### config.mk
export PLATFORM = sky130hd
export DESIGN_NAME = reveal_engine
export DESIGN_NICKNAME = d
export VERILOG_FILES = /design/src/rtl/minesweeper_pkg.sv /design/src/rtl/coord_fifo.sv /design/src/rtl/reveal_engine.sv
export SDC_FILE = /design/constraint.sdc
export NUM_CORES = 2
export LEC_CHECK = 0
export BUFFER_PORTS_ARGS = -buffer_cell sky130_fd_sc_hd__buf_2
export CORE_MARGIN = 3
export CORE_UTILIZATION = 45
export DETAILED_ROUTE_END_ITERATION = 7
export PLACE_DENSITY = 0.6
export SLEW_MARGIN = 0
export SYNTH_ARGS = -nofsm -noshare
export SYNTH_HDL_FRONTEND = slang
export SYNTH_SLANG_ARGS = --single-unit
### constraint.sdc
create_clock -name clk -period 52.3 [get_ports clk]
set_input_delay 0 -clock clk [delete_from_list [all_inputs] [get_ports clk]]
set_output_delay 0 -clock clk [all_outputs]
set_load 0.02 [all_outputs]
### src/rtl/minesweeper_pkg.sv
// Shared definitions for the minesweeper blocks.
//   MINE_BIT / COUNT_MSB : board cell encoding (bit 4 = mine, bits 3:0 = adjacent count)
//   state_t              : reveal_engine FSM states
//   NEIGH_DX / NEIGH_DY  : neighbour offsets in reveal scan order
package minesweeper_pkg;

  localparam int MINE_BIT  = 4;
  localparam int COUNT_MSB = 3;

  typedef enum logic [2:0] {
    IDLE  = 3'd0,
    POP   = 3'd1,
    WAIT  = 3'd2,
    EVAL  = 3'd3,
    NEIGH = 3'd4,
    FIN   = 3'd5
  } state_t;

  // Scan order: (-1,-1) (0,-1) (+1,-1) (-1,0) (+1,0) (-1,+1) (0,+1) (+1,+1)
  localparam logic signed [1:0] NEIGH_DX [8] =
    '{2'b11, 2'b00, 2'b01, 2'b11, 2'b01, 2'b11, 2'b00, 2'b01};
  localparam logic signed [1:0] NEIGH_DY [8] =
    '{2'b11, 2'b11, 2'b11, 2'b00, 2'b00, 2'b01, 2'b01, 2'b01};

endpackage

### src/rtl/coord_fifo.sv
// Synchronous FIFO of packed {y,x} cell coordinates.
//   clk, reset      : clock, synchronous active-high reset
//   push, push_data : write one entry
//   pop             : discard the head entry (ignored when empty)
//   flush           : drop all entries (wins over push/pop)
//   head, empty     : current head entry (valid when !empty), empty flag
module coord_fifo #(
  parameter int WIDTH = 8,
  parameter int DEPTH = 256
) (
  input  logic             clk,
  input  logic             reset,
  input  logic             push,
  input  logic [WIDTH-1:0] push_data,
  input  logic             pop,
  input  logic             flush,
  output logic [WIDTH-1:0] head,
  output logic             empty
);

  localparam int PW = (DEPTH > 1) ? $clog2(DEPTH) : 1;
  localparam int CW = $clog2(DEPTH + 1);

  logic [WIDTH-1:0] mem [DEPTH];
  logic [PW-1:0]    wr_ptr;
  logic [PW-1:0]    rd_ptr;
  logic [CW-1:0]    count;
  logic             do_pop;

  function automatic logic [PW-1:0] next_ptr(input logic [PW-1:0] p);
    return (p == PW'(DEPTH - 1)) ? '0 : p + 1'b1;
  endfunction

  assign do_pop = pop && !empty;
  assign empty  = (count == '0);
  assign head   = mem[rd_ptr];

  // NOTE: storage is not reset; pointers and count alone define which entries
  // are valid, so clearing the array would only add reset fan-out.
  always_ff @(posedge clk) begin
    if (push) mem[wr_ptr] <= push_data;
  end

  always_ff @(posedge clk) begin
    if (reset || flush) begin
      wr_ptr <= '0;
      rd_ptr <= '0;
      count  <= '0;
    end else begin
      if (push)   wr_ptr <= next_ptr(wr_ptr);
      if (do_pop) rd_ptr <= next_ptr(rd_ptr);
      case ({push, do_pop})
        2'b10:   count <= count + 1'b1;
        2'b01:   count <= count - 1'b1;
        default: count <= count;
      endcase
    end
  end

endmodule

### src/rtl/reveal_engine.sv
// Breadth-first flood-fill reveal controller for minesweeper.
//   clk, reset            : clock, synchronous active-high reset
//   start, start_x/y      : click pulse and clicked cell
//   board_ready, num_mines: board initialised flag and mine count
//   rd_x/rd_y, rd_val     : board read address and cell value (1-cycle latency)
//   disp_x/y, disp_revealed : display query of the revealed bitmap (1-cycle latency)
//   busy, done            : fill in progress, end-of-click pulse
//   lost, won             : sticky game-over flags
//   reveal_count          : number of revealed cells
module reveal_engine
  import minesweeper_pkg::*;
#(
  parameter int X_SIZE = 16,
  parameter int Y_SIZE = 16,
  parameter int X_BITS = 4,
  parameter int Y_BITS = 4
) (
  input  logic                     clk,
  input  logic                     reset,
  input  logic                     start,
  input  logic [X_BITS-1:0]        start_x,
  input  logic [Y_BITS-1:0]        start_y,
  input  logic                     board_ready,
  input  logic [X_BITS+Y_BITS-1:0] num_mines,
  output logic [X_BITS-1:0]        rd_x,
  output logic [Y_BITS-1:0]        rd_y,
  input  logic [4:0]               rd_val,
  input  logic [X_BITS-1:0]        disp_x,
  input  logic [Y_BITS-1:0]        disp_y,
  output logic                     disp_revealed,
  output logic                     busy,
  output logic                     done,
  output logic                     lost,
  output logic                     won,
  output logic [X_BITS+Y_BITS:0]   reveal_count
);

  localparam int IDX_W   = X_BITS + Y_BITS;
  localparam int CNT_W   = IDX_W + 1;
  localparam int N_CELLS = X_SIZE * Y_SIZE;
  localparam logic [X_BITS:0] X_LIM = (X_BITS + 1)'(X_SIZE);
  localparam logic [Y_BITS:0] Y_LIM = (Y_BITS + 1)'(Y_SIZE);

  function automatic logic [IDX_W-1:0] cell_idx(input logic [X_BITS-1:0] x,
                                                input logic [Y_BITS-1:0] y);
    return IDX_W'(y) * IDX_W'(Y_SIZE > 0 ? X_SIZE : 1) + IDX_W'(x);
  endfunction

  state_t             state, state_next;
  logic [N_CELLS-1:0] revealed;
  logic [2:0]         nidx;

  logic               mark, push, pop, flush, fifo_empty;
  logic [IDX_W-1:0]   mark_idx, push_data, head;

  logic signed [1:0]  dx, dy;
  logic [X_BITS:0]    nx;
  logic [Y_BITS:0]    ny;
  logic               n_in;
  logic [IDX_W-1:0]   n_idx, start_idx, disp_idx;
  logic [CNT_W-1:0]   win_target;

  // Neighbour coordinates one bit wider than the board: a step below 0 or past
  // the top edge lands at >= 2**BITS, so a single unsigned compare against the
  // board size rejects both sides without wrapping.
  assign dx    = NEIGH_DX[nidx];
  assign dy    = NEIGH_DY[nidx];
  assign nx    = {1'b0, rd_x} + {{(X_BITS-1){dx[1]}}, dx};
  assign ny    = {1'b0, rd_y} + {{(Y_BITS-1){dy[1]}}, dy};
  assign n_in  = (nx < X_LIM) && (ny < Y_LIM);
  assign n_idx = cell_idx(nx[X_BITS-1:0], ny[Y_BITS-1:0]);

  assign start_idx  = cell_idx(start_x, start_y);
  assign disp_idx   = cell_idx(disp_x, disp_y);
  assign win_target = CNT_W'(N_CELLS) - CNT_W'(num_mines);

  coord_fifo #(.WIDTH(IDX_W), .DEPTH(N_CELLS)) u_fifo (
    .clk       (clk),
    .reset     (reset),
    .push      (push),
    .push_data (push_data),
    .pop       (pop),
    .flush     (flush),
    .head      (head),
    .empty     (fifo_empty)
  );

  // NOTE: every output of this block gets a default before the case, so no
  // path leaves a signal unassigned and no latch is inferred.
  always_comb begin
    state_next = state;
    busy       = (state != IDLE);
    done       = (state == FIN);
    mark       = 1'b0;
    mark_idx   = '0;
    push       = 1'b0;
    push_data  = '0;
    pop        = 1'b0;
    flush      = 1'b0;
    case (state)
      IDLE: begin
        if (start && board_ready && !lost && !won) begin
          if (!revealed[start_idx]) begin
            mark       = 1'b1;
            mark_idx   = start_idx;
            push       = 1'b1;
            push_data  = {start_y, start_x};
            state_next = POP;
          end else begin
            state_next = FIN;
          end
        end
      end
      POP: begin
        pop        = 1'b1;
        state_next = WAIT;
      end
      WAIT: state_next = EVAL;
      EVAL: begin
        if (rd_val[MINE_BIT]) begin
          flush      = 1'b1;
          state_next = FIN;
        end else if (rd_val[COUNT_MSB:0] != '0) begin
          state_next = fifo_empty ? FIN : POP;
        end else begin
          state_next = NEIGH;
        end
      end
      NEIGH: begin
        // Marking on push keeps each cell in the FIFO at most once.
        if (n_in && !revealed[n_idx]) begin
          mark      = 1'b1;
          mark_idx  = n_idx;
          push      = 1'b1;
          push_data = {ny[Y_BITS-1:0], nx[X_BITS-1:0]};
        end
        // fifo_empty does not yet reflect a push made in this same cycle.
        if (nidx == 3'd7) state_next = (fifo_empty && !push) ? FIN : POP;
      end
      FIN:     state_next = IDLE;
      default: state_next = IDLE;
    endcase
  end

  // NOTE: sequential state uses non-blocking assignments so every register
  // samples pre-edge values; this also makes a same-cycle display read of a
  // cell being marked return its old value.
  always_ff @(posedge clk) begin
    if (reset) begin
      state         <= IDLE;
      revealed      <= '0;
      reveal_count  <= '0;
      rd_x          <= '0;
      rd_y          <= '0;
      nidx          <= '0;
      lost          <= 1'b0;
      won           <= 1'b0;
      disp_revealed <= 1'b0;
    end else begin
      state         <= state_next;
      disp_revealed <= revealed[disp_idx];
      if (mark) begin
        revealed[mark_idx] <= 1'b1;
        reveal_count       <= reveal_count + 1'b1;
      end
      if (state == POP) begin
        rd_x <= head[X_BITS-1:0];
        rd_y <= head[IDX_W-1:X_BITS];
      end
      nidx <= (state == NEIGH) ? nidx + 3'd1 : 3'd0;
      if (state == EVAL && rd_val[MINE_BIT]) lost <= 1'b1;
      if (state == FIN && !lost && reveal_count == win_target) won <= 1'b1;
    end
  end

endmodule

==> qor.csv <==
stage,metric,value,unit
run_status,run status,completed,
clocking,sink count of the clock tree,2355,
synth,mapped cell area,0.0974,mm^2
setup_path,Worst Path Max Fanout,86,
floorplan,width of the chip,471,um
drt,via count,51000,
finish,multi-input combinational cell area,0.0285,mm^2
sta,worst-margin pin slew,1230,ps
drt,wire per inst,31.3,um
synth,Synth top area share,0.631,
place,post-detailed-placement cell area,0.101,mm^2
floorplan,number of standard-cell rows in the floorplan,170,
pwr,Max rail drop VDD,0.0000305,V
setup_path,cell depth of the worst flop-to-flop path,18,
grt,initial antenna violation count,6,
floorplan,die outline area,0.222,mm^2
sta,setup skew after layout,67.9,ps
synth,library cell occupying the most area in the post-synthesis netlist,sky130_fd_sc_hd__edfxtp_1,
setup_path,end of the worst register-to-register path,u_fifo.mem[29][6]$_DFFE_PP_,
synth,synth unique cells,89,
clocking,number of buffers added for setup after CTS,0,
sta,Slew Limit Fails,0,
setup_path,element type at the critical path start,flip-flop,
clocking,quantity of gates resized following cts,0,
synth,cell count after synthesis,5032,
synth,biggest area contributors in the synthesized netlist,"sky130_fd_sc_hd__edfxtp_1 63%, sky130_fd_sc_hd__mux4_2 19%, sky130_fd_sc_hd__dfxtp_1 6.3%",
run,Maximum Capacitance Violations,0,
synth,sequential cell area fraction in the yosys report,0.694,
setup_path,"Data required, critical path",52870,ps
setup_path,flop2flop setup slack,43180,ps
sta,Sum Neg Setup Slack,0,ps
clocking,TritonCTS clock tree,done,
sta,total setup violations reported at the end of the flow,0,
finish,area grow syn2layout,11.8,%
grt,Congestion Overflow GR,0,
clocking,hold buffers post-CTS,20,
finish,sequential cell area,0.0677,mm^2
sta,Max Freq,110,MHz
place,routability-driven placement congestion ratio,0.917,
min_path,origin of the worst min-delay path,disp_y[1],
finish,fill cell total of the finished layout,17100,
min_path,Hold Crit Class,in -> reg,
clocking,total CTS buffers,233,
finish,fraction of final layout cells with drive strength greater than 1,0.270,
clocking,cell chosen for the clock root,sky130_fd_sc_hd__clkbuf_16,
synth,synthesized netlist net count,5093,
drt,via density per instance,6.28,
floorplan,number of top-level pins,55,
place,number of I/O port buffers,54,
synth,prevailing post-synth register cell,sky130_fd_sc_hd__edfxtp_1,
min_path,hold path cells,4,
place,detailed-placement wirelength estimate,155000,um
sta,"Period Utilization, post-route",0.174,
drt,post-detailed-route DRC marker count,0,
grt,vias in the first global route,51000,
floorplan,Initial Utilization,0.453,
synth,mean cell area of the mapped netlist,19.4,um^2
finish,"Non-Filler Cell Area, Final",0.109,mm^2
synth,warning count from the yosys run,0,
synth,proportion of synthesized flip-flops having asynchronous set or reset,0,
pwr,power density over cell area,38.0,mW/mm^2
drt,Routed WL,254000,um
finish,most frequent cells in the layout,"2048 x sky130_fd_sc_hd__edfxtp_1, 839 x sky130_fd_sc_hd__mux4_2, 367 x sky130_fd_sc_hd__nor2_1",
finish,"most common cell after layout, fill and taps aside",sky130_fd_sc_hd__edfxtp_1,
grt,global-route wire length before repair,371000,um
clocking,"Clk Latency, worst-skew pair",890,ps
drt,Pre-antenna DRT Iters,6,
grt,pin count of the biggest net entering global routing,193,
floorplan,die span in y,471,um
sta,unrepaired setup endpoints after global routing,false,
drt,Iteration-0 DRC Markers,5948,
synth,post-synthesis sequential element count,2355,
finish,nets@finish,5146,
sta,Max-Slew Margin vs Limit,0.179,
sta,final hold violation count,0,
setup_path,crit path kind,reg -> reg,
pwr,static leakage power,33.1,nW
sta,fin crit period,9120,ps
floorplan,standard cell core area,0.215,mm^2
setup_path,critical path data arrival time,9690,ps
clocking,buffer levels on the longest clock path,3,
grt,overall fraction of global-route tracks in use,0.228,
synth,Post-synth EDFFs,2048,
min_path,hold worst-path end,disp_revealed$_SDFF_PP0_,
clocking,clock slew at the register clock pins of the worst setup and hold paths,60,ps
setup_path,sort of element at the end of the critical path,flip-flop,
drt,remaining number of nets flagged by the antenna check after routing,0,
setup_path,launch instance of the worst register-to-register path,nidx[0]$_SDFF_PP0_,
clocking,H-tree depth,4,
==> final cells by class <==
cell class                 instances  area share
antenna                            1   0.0000230
tap                             2838      0.0326
timing repair buffer             164      0.0115
sequential                      2355       0.621
clock inverter                   157      0.0159
clock buffer                     278      0.0563
multi-input combinational       2297       0.261
inverter                          34     0.00122
==> per-layer routing <==
| layer | share of wire | up-vias | GRT usage |
|---|---|---|---|
| li1 | - | 21100 | - |
| met1 | 0.42 | 27300 | 0.328 |
| met2 | 0.48 | 2179 | 0.360 |
| met3 | 0.074 | 400 | 0.0415 |
| met4 | 0.027 | 0 | 0.0602 |
| met5 | 0 | - | 0 |
==> sequential cells by signal (all words and copies together) (netlist names) <==
register / flops
nidx: 3
reveal_count: 9
revealed: 256
u_fifo.mem: 2048
rd_y: 4
disp_revealed: 1
u_fifo.rd_ptr: 8
rd_x: 4
won: 1
u_fifo.wr_ptr: 8
u_fifo.count: 9
lost: 1
state: 3
==> per-stage QoR <==
step	utilization	std cells	hold slack (ps)	setup slack (ps)	total power, W
2_1_floorplan	-	5032	249	35820	0.00236
3_3_place_gp	0.470	7668	389	43320	0.00246
3_5_place_dp	0.470	7668	385	43060	0.00246
4_1_cts	0.507	8123	19.2	43060	0.00417
5_1_grt	0.507	8124	63.6	42630	0.00426
6_report	0.507	8124	96.4	43180	0.00414
==> Yosys cell counts, drive strengths merged (5+ instances only) <==
cell type and n:
a211oi 16, a21o 5, a21oi 77, a22o 17, a22oi 36, a31oi 20, a32o 5, and2 16
and3 14, buf 147, clkbuf 199, dfxtp 307, edfxtp 2048, ha 26, inv 32, mux2 10
mux2i 106, mux4 839, nand2 160, nand2b 13, nand3 66, nand4 21, nor2 367, nor2b 22
nor3 31, nor4 7, o211ai 11, o21a 16, o21ai 40, o22ai 22, o2bb2ai 208, o32ai 6
or2 6, or3 14, or4 5, xnor2 17, xor2 22
==> kinds of logic after synthesis <==
group / share of synthesized area
xor+xnor: 0.00358
compound gates: 0.0421
flops: 0.694
buf+inv: 0.0162
fa+ha+maj: 0.00375
simple gates: 0.0339
mux: 0.206
==> report_power, final <==
part	total [W]	internal (W)	switching [W]
clock	0.00171	0.000986	0.000726
combinational	0.000352	0.000125	0.000227
sequential	0.00207	0.00207	0.00000723
==> how the worst max path moves through the flow <==
stage | start | end
global placement | nidx[0]$_SDFF_PP0_ | u_fifo.mem[200][6]$_DFFE_PP_
floorplan | nidx[0]$_SDFF_PP0_ | u_fifo.mem[0][2]$_DFFE_PP_
CTS | nidx[0]$_SDFF_PP0_ | u_fifo.mem[91][6]$_DFFE_PP_
global route | nidx[0]$_SDFF_PP0_ | u_fifo.mem[31][6]$_DFFE_PP_
finish | nidx[0]$_SDFF_PP0_ | u_fifo.mem[29][6]$_DFFE_PP_
detailed placement | nidx[0]$_SDFF_PP0_ | u_fifo.mem[200][6]$_DFFE_PP_
==> worst max-delay path: stages, from the launching register on <==
cell and delay, ps:
sky130_fd_sc_hd__dfxtp_1 400, sky130_fd_sc_hd__inv_1 90, sky130_fd_sc_hd__ha_1 310, sky130_fd_sc_hd__o21ai_0 540, sky130_fd_sc_hd__inv_1 140, sky130_fd_sc_hd__fa_4 950
sky130_fd_sc_hd__buf_4 790, sky130_fd_sc_hd__mux4_2 410, sky130_fd_sc_hd__and2_1 160, sky130_fd_sc_hd__a2111oi_0 420, sky130_fd_sc_hd__a211oi_1 110, sky130_fd_sc_hd__a211oi_1 360
sky130_fd_sc_hd__o211ai_1 140, sky130_fd_sc_hd__buf_4 220, sky130_fd_sc_hd__or3_1 430, sky130_fd_sc_hd__o22ai_4 790, sky130_fd_sc_hd__buf_4 780, sky130_fd_sc_hd__buf_4 810
sky130_fd_sc_hd__buf_4 700
Power figures use the tool's default switching activity.
